$ cat config.mk
export PLATFORM = sky130hd
export DESIGN_NAME = demux_1_to_4_flat
export DESIGN_NICKNAME = d
export VERILOG_FILES = /design/src/rtl/demux_1_to_4_if.sv /design/src/rtl/demux_1_to_4.sv /design/src/flat_wrapper.sv
export SDC_FILE = /design/constraint.sdc
export NUM_CORES = 1
export LEC_CHECK = 0
export ABC_AREA = 1
export BUFFER_PORTS_ARGS = -buffer_cell sky130_fd_sc_hd__buf_2
export CAP_MARGIN = 20
export CORE_MARGIN = 5
export CORE_UTILIZATION = 30
export CTS_BUF_LIST = sky130_fd_sc_hd__clkbuf_4 sky130_fd_sc_hd__clkbuf_8
export CTS_CLUSTER_DIAMETER = 100
export DETAILED_ROUTE_END_ITERATION = 6
export HOLD_SLACK_MARGIN = 0.1
export PLACE_DENSITY = 0.53
export SETUP_SLACK_MARGIN = 0.05
export SLEW_MARGIN = 20
export SYNTH_ARGS = -nofsm -noshare
export SYNTH_HDL_FRONTEND = slang
export SYNTH_SLANG_ARGS = --single-unit
export TNS_END_PERCENT = 20
$ cat constraint.sdc
create_clock -name clk -period 4.2 [get_ports clk]
set_clock_uncertainty 0.05 [all_clocks]
set_input_delay 0.21 -clock clk [delete_from_list [all_inputs] [get_ports clk]]
set_output_delay 0.21 -clock clk [all_outputs]
set_load 0.01 [all_outputs]
$ cat src/rtl/demux_1_to_4_if.sv
// Bundle of the producer-side and consumer-side handshake signals for the 1-to-4 word distributor.
// The slave modport is the distributor's view; the master modport is the view of the surrounding logic.
interface demux_1_to_4_if #(
  parameter int WORD_WIDTH = 16
) ();

  logic [WORD_WIDTH-1:0] in_data;
  logic                  in_valid;
  logic                  in_ready;
  logic [1:0]            sel;
  logic                  rr_en;
  logic [1:0]            cur_sel;
  logic [WORD_WIDTH-1:0] out1;
  logic [WORD_WIDTH-1:0] out2;
  logic [WORD_WIDTH-1:0] out3;
  logic [WORD_WIDTH-1:0] out4;
  logic [3:0]            out_valid;
  logic [3:0]            out_ready;

  modport slave (
    input  in_data,
    input  in_valid,
    output in_ready,
    input  sel,
    input  rr_en,
    output cur_sel,
    output out1,
    output out2,
    output out3,
    output out4,
    output out_valid,
    input  out_ready
  );

  modport master (
    output in_data,
    output in_valid,
    input  in_ready,
    output sel,
    output rr_en,
    input  cur_sel,
    input  out1,
    input  out2,
    input  out3,
    input  out4,
    input  out_valid,
    output out_ready
  );

endinterface

$ cat src/rtl/demux_1_to_4.sv
// Registered 1-to-4 word distributor: one producer handshake fans out into four one-entry lanes,
// steered by an explicit lane select or by an internal round-robin pointer.
module demux_1_to_4 #(
  parameter int WORD_WIDTH = 16
) (
  input  logic              clk,
  input  logic              rst,
  demux_1_to_4_if.slave     bus
);

  logic [WORD_WIDTH-1:0] r_laneData [4];
  logic [3:0]            r_laneValid;
  logic [1:0]            r_rrPtr;

  logic [1:0]            w_dest;
  logic                  w_destFree;
  logic                  w_inReady;
  logic                  w_accept;
  logic [3:0]            w_write;
  logic [3:0]            w_drain;

  assign w_dest = bus.rr_en ? r_rrPtr : bus.sel;

  // The destination lane can take a word if it is empty or its consumer empties it this same cycle.
  assign w_destFree = ~r_laneValid[w_dest] | bus.out_ready[w_dest];
  assign w_inReady  = ~rst & w_destFree;
  assign w_accept   = bus.in_valid & w_inReady;

  always_comb begin
    w_write = 4'b0000;
    w_drain = 4'b0000;
    for (int i = 0; i < 4; i++) begin
      w_write[i] = w_accept & (w_dest == 2'(i));
      w_drain[i] = r_laneValid[i] & bus.out_ready[i];
    end
  end

  // A write wins over a drain on the same lane so back-to-back traffic keeps the lane full.
  always_ff @(posedge clk) begin
    if (rst) begin
      r_laneValid <= 4'b0000;
      for (int i = 0; i < 4; i++) begin
        r_laneData[i] <= '0;
      end
    end else begin
      for (int i = 0; i < 4; i++) begin
        if (w_write[i]) begin
          r_laneData[i]  <= bus.in_data;
          r_laneValid[i] <= 1'b1;
        end else if (w_drain[i]) begin
          r_laneValid[i] <= 1'b0;
        end
      end
    end
  end

  // The pointer only moves on round-robin accepts and survives mode switches.
  always_ff @(posedge clk) begin
    if (rst) begin
      r_rrPtr <= 2'd0;
    end else if (w_accept && bus.rr_en) begin
      r_rrPtr <= r_rrPtr + 2'd1;
    end
  end

  assign bus.in_ready  = w_inReady;
  assign bus.cur_sel   = w_dest;
  assign bus.out1      = r_laneData[0];
  assign bus.out2      = r_laneData[1];
  assign bus.out3      = r_laneData[2];
  assign bus.out4      = r_laneData[3];
  assign bus.out_valid = r_laneValid;

endmodule

$ cat src/flat_wrapper.sv
// flat-port wrapper written by rule: the top's interface ports become plain ports
module demux_1_to_4_flat 
#(
  parameter int WORD_WIDTH = 16
)
  (clk, rst, bus_in_data, bus_in_valid, bus_in_ready, bus_sel, bus_rr_en, bus_cur_sel, bus_out1, bus_out2, bus_out3, bus_out4, bus_out_valid, bus_out_ready);
  demux_1_to_4_if #(.WORD_WIDTH(WORD_WIDTH)) bus_i ();
  input  logic clk;
  input  logic rst;
  input wire logic [$bits(bus_i.in_data)-1:0] bus_in_data;
  input wire logic [$bits(bus_i.in_valid)-1:0] bus_in_valid;
  output wire logic [$bits(bus_i.in_ready)-1:0] bus_in_ready;
  input wire logic [$bits(bus_i.sel)-1:0] bus_sel;
  input wire logic [$bits(bus_i.rr_en)-1:0] bus_rr_en;
  output wire logic [$bits(bus_i.cur_sel)-1:0] bus_cur_sel;
  output wire logic [$bits(bus_i.out1)-1:0] bus_out1;
  output wire logic [$bits(bus_i.out2)-1:0] bus_out2;
  output wire logic [$bits(bus_i.out3)-1:0] bus_out3;
  output wire logic [$bits(bus_i.out4)-1:0] bus_out4;
  output wire logic [$bits(bus_i.out_valid)-1:0] bus_out_valid;
  input wire logic [$bits(bus_i.out_ready)-1:0] bus_out_ready;
  assign bus_i.in_data = bus_in_data;
  assign bus_i.in_valid = bus_in_valid;
  assign bus_in_ready = bus_i.in_ready;
  assign bus_i.sel = bus_sel;
  assign bus_i.rr_en = bus_rr_en;
  assign bus_cur_sel = bus_i.cur_sel;
  assign bus_out1 = bus_i.out1;
  assign bus_out2 = bus_i.out2;
  assign bus_out3 = bus_i.out3;
  assign bus_out4 = bus_i.out4;
  assign bus_out_valid = bus_i.out_valid;
  assign bus_i.out_ready = bus_out_ready;
  demux_1_to_4 #(.WORD_WIDTH(WORD_WIDTH)) u_core (.clk(clk), .rst(rst), .bus(bus_i));
endmodule
-- After elaboration in Yosys (flattened, before gate mapping)
Memory sizes are Yosys's and may differ from the RTL's.
Cells that the tools add are included.
- register bits: 6
- memory bits (writable): 64
- input bits: 26
- memories kept: 1
- memory list (memory ; depth ; bits a word ; rd ports ; clocked after memory_dff ; wr ports ; line ; text):
    u_core.r_laneData ; 4 ; 16 ; 4 ; 0 ; 4 ; demux_1_to_4.sv:11 ; logic [WORD_WIDTH-1:0] r_laneData [4];
- add/subtract/negate cells: 1
- $lt $le $gt $ge: 1
- equality and inequality tests: 3
- muxes and demuxes: 31
- bitwise logic cells: 17
- reductions and logical operators: 6
- operators by type and width (kind ; number):
    $mux 16 ; 4
    $mux 1 ; 24
    $and 1x1->1 ; 10
    $reduce_bool 2->1 ; 4
    $or 1x1->1 ; 5
    $bmux 1 s2 ; 2
    $eq 2x2->1 const B ; 2
    $lt 2x3->1 const B ; 1
    $add 2x1->2 const B ; 1
    $eq 2x1->1 const B ; 1
    $logic_not 2->1 ; 1
    $mux 2 ; 1
    $not 1->1 ; 2
    $logic_and 1x1->1 ; 1

-- Longest topological paths before layout
- depth in word-level cells: 12
- gate-level depth with buffers: 12

-- Worst setup path after synthesis
OpenSTA, ideal clock, no wires.
- path kind: reg2reg
- start: register u_core.r_rrPtr[1]
- end: memory u_core.r_laneData[1][0], enable pin
- setup time: 0.372 ns
- data arrival time: 1.766 ns
- required time: 3.778 ns
- path slack: 2.013 ns
- stages on the path, launching flop included: 10
- period minus slack after synthesis: 2.187 ns
- cells stage by stage: dfxtp_1 -> nand2_1 -> nand2_1 -> nand3_1 -> nand2_1 -> nor2_1 -> a21oi_4 -> nand3_4 -> buf_6 -> nand2_1
- RTL lines (what ; line ; text):
    start, declared ; demux_1_to_4.sv:13 ; logic [1:0] r_rrPtr;
    start signal, assigned ; demux_1_to_4.sv:62 ; r_rrPtr <= r_rrPtr + 2'd1;
    end, declared ; demux_1_to_4.sv:11 ;

==> summary.txt <==
Status
  • Status: finished, final reports clean

Global routing
  • Total grt overflow: 0
  • Number of global-route vias before repair: 1,889
  • Pin count of the biggest net entering global routing: 19
  • Global-route wire length before repair: ~10 mm
  • GRT Util Overall: between 10 and 15%
  • Initial antenna violation count: 0

Hold path
  • Hold Path Stages: 2
  • Hold Startpoint: rst
  • Min-Delay Path Class: input port to flip-flop

Placement
  • Port bufs: between 90 and 100
  • HPWL after detailed placement: 4.70 mm
  • Final GP Congestion: around 0.85
  • DP Area: roughly 3300 um2

Detailed routing
  • Drt total wl: between 6 and 7 mm
  • DR vias: 1,989
  • Initial DRC count: roughly 140
  • Routed Antenna Nets: 0
  • Post-route DRC: 0
  • Wire per inst: ~15 um
  • Vias per inst: roughly 4.4
  • First-pass iteration count of the detailed router: 5

Critical path
  • Most used cell, CP: nand2_1
  • Origin of the critical flop-to-flop path: u_core.r_rrPtr[0]$_SDFFE_PP0P_
  • CP Depth: 10
  • CP Launch Type: flip-flop
  • CP endpoint kind: flip-flop
  • Reg2reg path depth: 10
  • Critical Path Source: u_core.r_rrPtr[0]$_SDFFE_PP0P_
  • Critical path fanouts, max: 18
  • Critical Path, Cell by Cell: inv_1, nand2_1, nand2_2, nand2_1, nand2_1, nand2_1, nand2_2, a21oi_4, nand3_4, nand2_1
  • Max stage delay on crit path: approximately 0.70 ns
  • Slowest CP cell: nand2_1
  • Top Family by Delay on Critical Path: simple AND/OR/NAND/NOR gates
  • CP required: ~4 ns
  • WS Path Type: flip-flop to flip-flop
  • Buf+Inv Stages, Crit Path: 1
  • Worst EP arrival: approximately 2.5 ns

Clocking
  • Post-CTS Resized: 0
  • Hold-fix buffers at CTS: 7
  • Worst skew pair latency: 0.34 ns
  • CTS H-Tree Depth: 3
  • Reg clk slew, reported paths: about 0.08 ns
  • Post-CTS setup buffer count: 0
  • Root buffer cell: clkbuf_8
  • CTS Buf Count: 9
  • Num Clock Sinks: 70
  • Longest Clk Path Bufs: 2
  • TritonCTS clock tree: done

Yosys
  • Mean Syn Cell Area: between 10 and 15 um2
  • Synth top cells by count: nor2_1, edfxtp_1, nand2_1
  • Synthesized cell area: 2770 um2
  • Synth area leaders: edfxtp_1, nor2_1, dfxtp_1
  • Sequential area share after synthesis: ~74%
  • Main flop type after synthesis: edfxtp_1
  • Ys Warns: 0
  • Syn_nets: 253
  • Distinct cells, synth: 18
  • Yosys top cell by area: edfxtp_1
  • Synthesized instance count: ~230
  • Number of flops mapped to enable cells by yosys: between 60 and 70
  • Synth top area share: between 60% and 70%
  • Yosys reg bits: 70
  • Count leader, synth: nor2_1
  • Asr flop ratio synth: 0%

Pwr
  • Power share of the combinational group: approximately a tenth
  • Psw: between 300 and 400 uW
  • Leak: around 0.0017 uW
  • Clock share of power: between 30% and 40%
  • Pint: 1070 uW
  • Switching share of power: about a quarter
  • Cell Pwr Density: 403 nW/um2
  • Sequential fraction of design power: about 56%
  • Maximum VDD drop: 0.000126 V

Floorplanning
  • Core Rows: 35
  • Die ar.: ~11,000 um2
  • Starting Density: a little under a third
  • Core Box Area: a little over 9000 um2
  • Die X: around 110 um
  • Ports: between 90 and 100
  • Vert. Die Dim: approximately 110 um

Timing
  • Slew @ Worst Pin: 0.814 ns
  • Tmin final: 2.57 ns
  • RSZ-0062 raised after global routing: false
  • Hold Slack: approximately 0.13 ns
  • Fin. Hold Viols: 0
  • Final Setup Violations: 0
  • Slew headroom: between 40% and 50%
  • Final Slew Violations: 0
  • Period utilization: between 60% and 70%
  • Setup tns final: 0 ns
  • FMAX: 0.389 GHz

Layout
  • Fill cells: between 800 and 900
  • Final instance area: 3580 um2
  • Final net count: approximately 360
  • Inserted Diodes: 0
  • Fraction of layout cells with a size suffix above 1: 36.5%
  • Area grow syn2layout: 29.2%

Run
  • Maxcap violations: 0
power groups by stage:
stage                     Clock (uW)  Sequential (uW)  Combinational [uW]
after floorplan                    0              849                60.1
after global placement             0              831                 148
after detailed placement           0              831                 151
after CTS                        488              815                 156
after global routing             527              818                 167
final                            478              814                 152
placed cells by master (no fill, tap or decap), drive strengths merged:
master	Yosys	layout
clkbuf	1	9
inv	28	29
buf	5	96
nand4	2	2
a31oi	1	1
nand3	8	8
dfxtp	6	6
clkinv	0	4
a21oi	5	5
nand2	36	36
nor2	71	71
dlygate4sd3	0	7
clkinvlp	0	2
edfxtp	64	64
per-layer routing:
layer  track usage [%]  wire length, um
met2              18.5             3040
met5                 0                0
met4              4.16               74
met3              4.86              604
met1              15.3             2950
state kept, by name, indices dropped and copies added (netlist names):
register,flops
u_core.r_laneData,64
u_core.r_rrPtr,2
u_core.bus.out_valid,4
through the flow:
step / cells / utilization, % / power, uW / setup slack (ns)
finish: 451 / 39.3 / 1440 / 1.63
global route: 451 / 39.3 / 1510 / 1.35
CTS: 451 / 39.3 / 1460 / 1.51
detailed placement: 428 / 36.6 / 982 / 1.46
global placement: 428 / 36.6 / 980 / 1.57
floorplan: 227 / - / 909 / 2.01
final timing paths:
check | slack [ns] | endpoint
max reg2reg | 1.63 | u_core.r_laneData[1][0]$_SDFFCE_PN0P_
min | 0.13 | u_core.bus.out_valid[2]$_SDFFE_PP0P_
min reg2reg | 0.47 | u_core.bus.out_valid[2]$_SDFFE_PP0P_
max | 1.63 | u_core.r_laneData[1][0]$_SDFFCE_PN0P_
area by class of cell:
class | instances | area [um2] | area share [%]
clock inverters | 7 | 50.0 | 1.40
flip-flops and latches | 70 | 2040 | 57.0
inverters | 28 | 105 | 2.94
well taps | 111 | 139 | 3.88
clock buffers | 9 | 124 | 3.46
repair buffers | 103 | 551 | 15.4
multi-input cells | 123 | 569 | 15.9
cells by family after synthesis:
family / after synthesis / synth area share (%)
AOI/OAI and AO/OA: 6 / 1.54
buffers and inverters: 34 / 5.74
DFF: 70 / 73.7
and+or+nand+nor: 117 / 19.0
(Power assumes the default switching activity.)
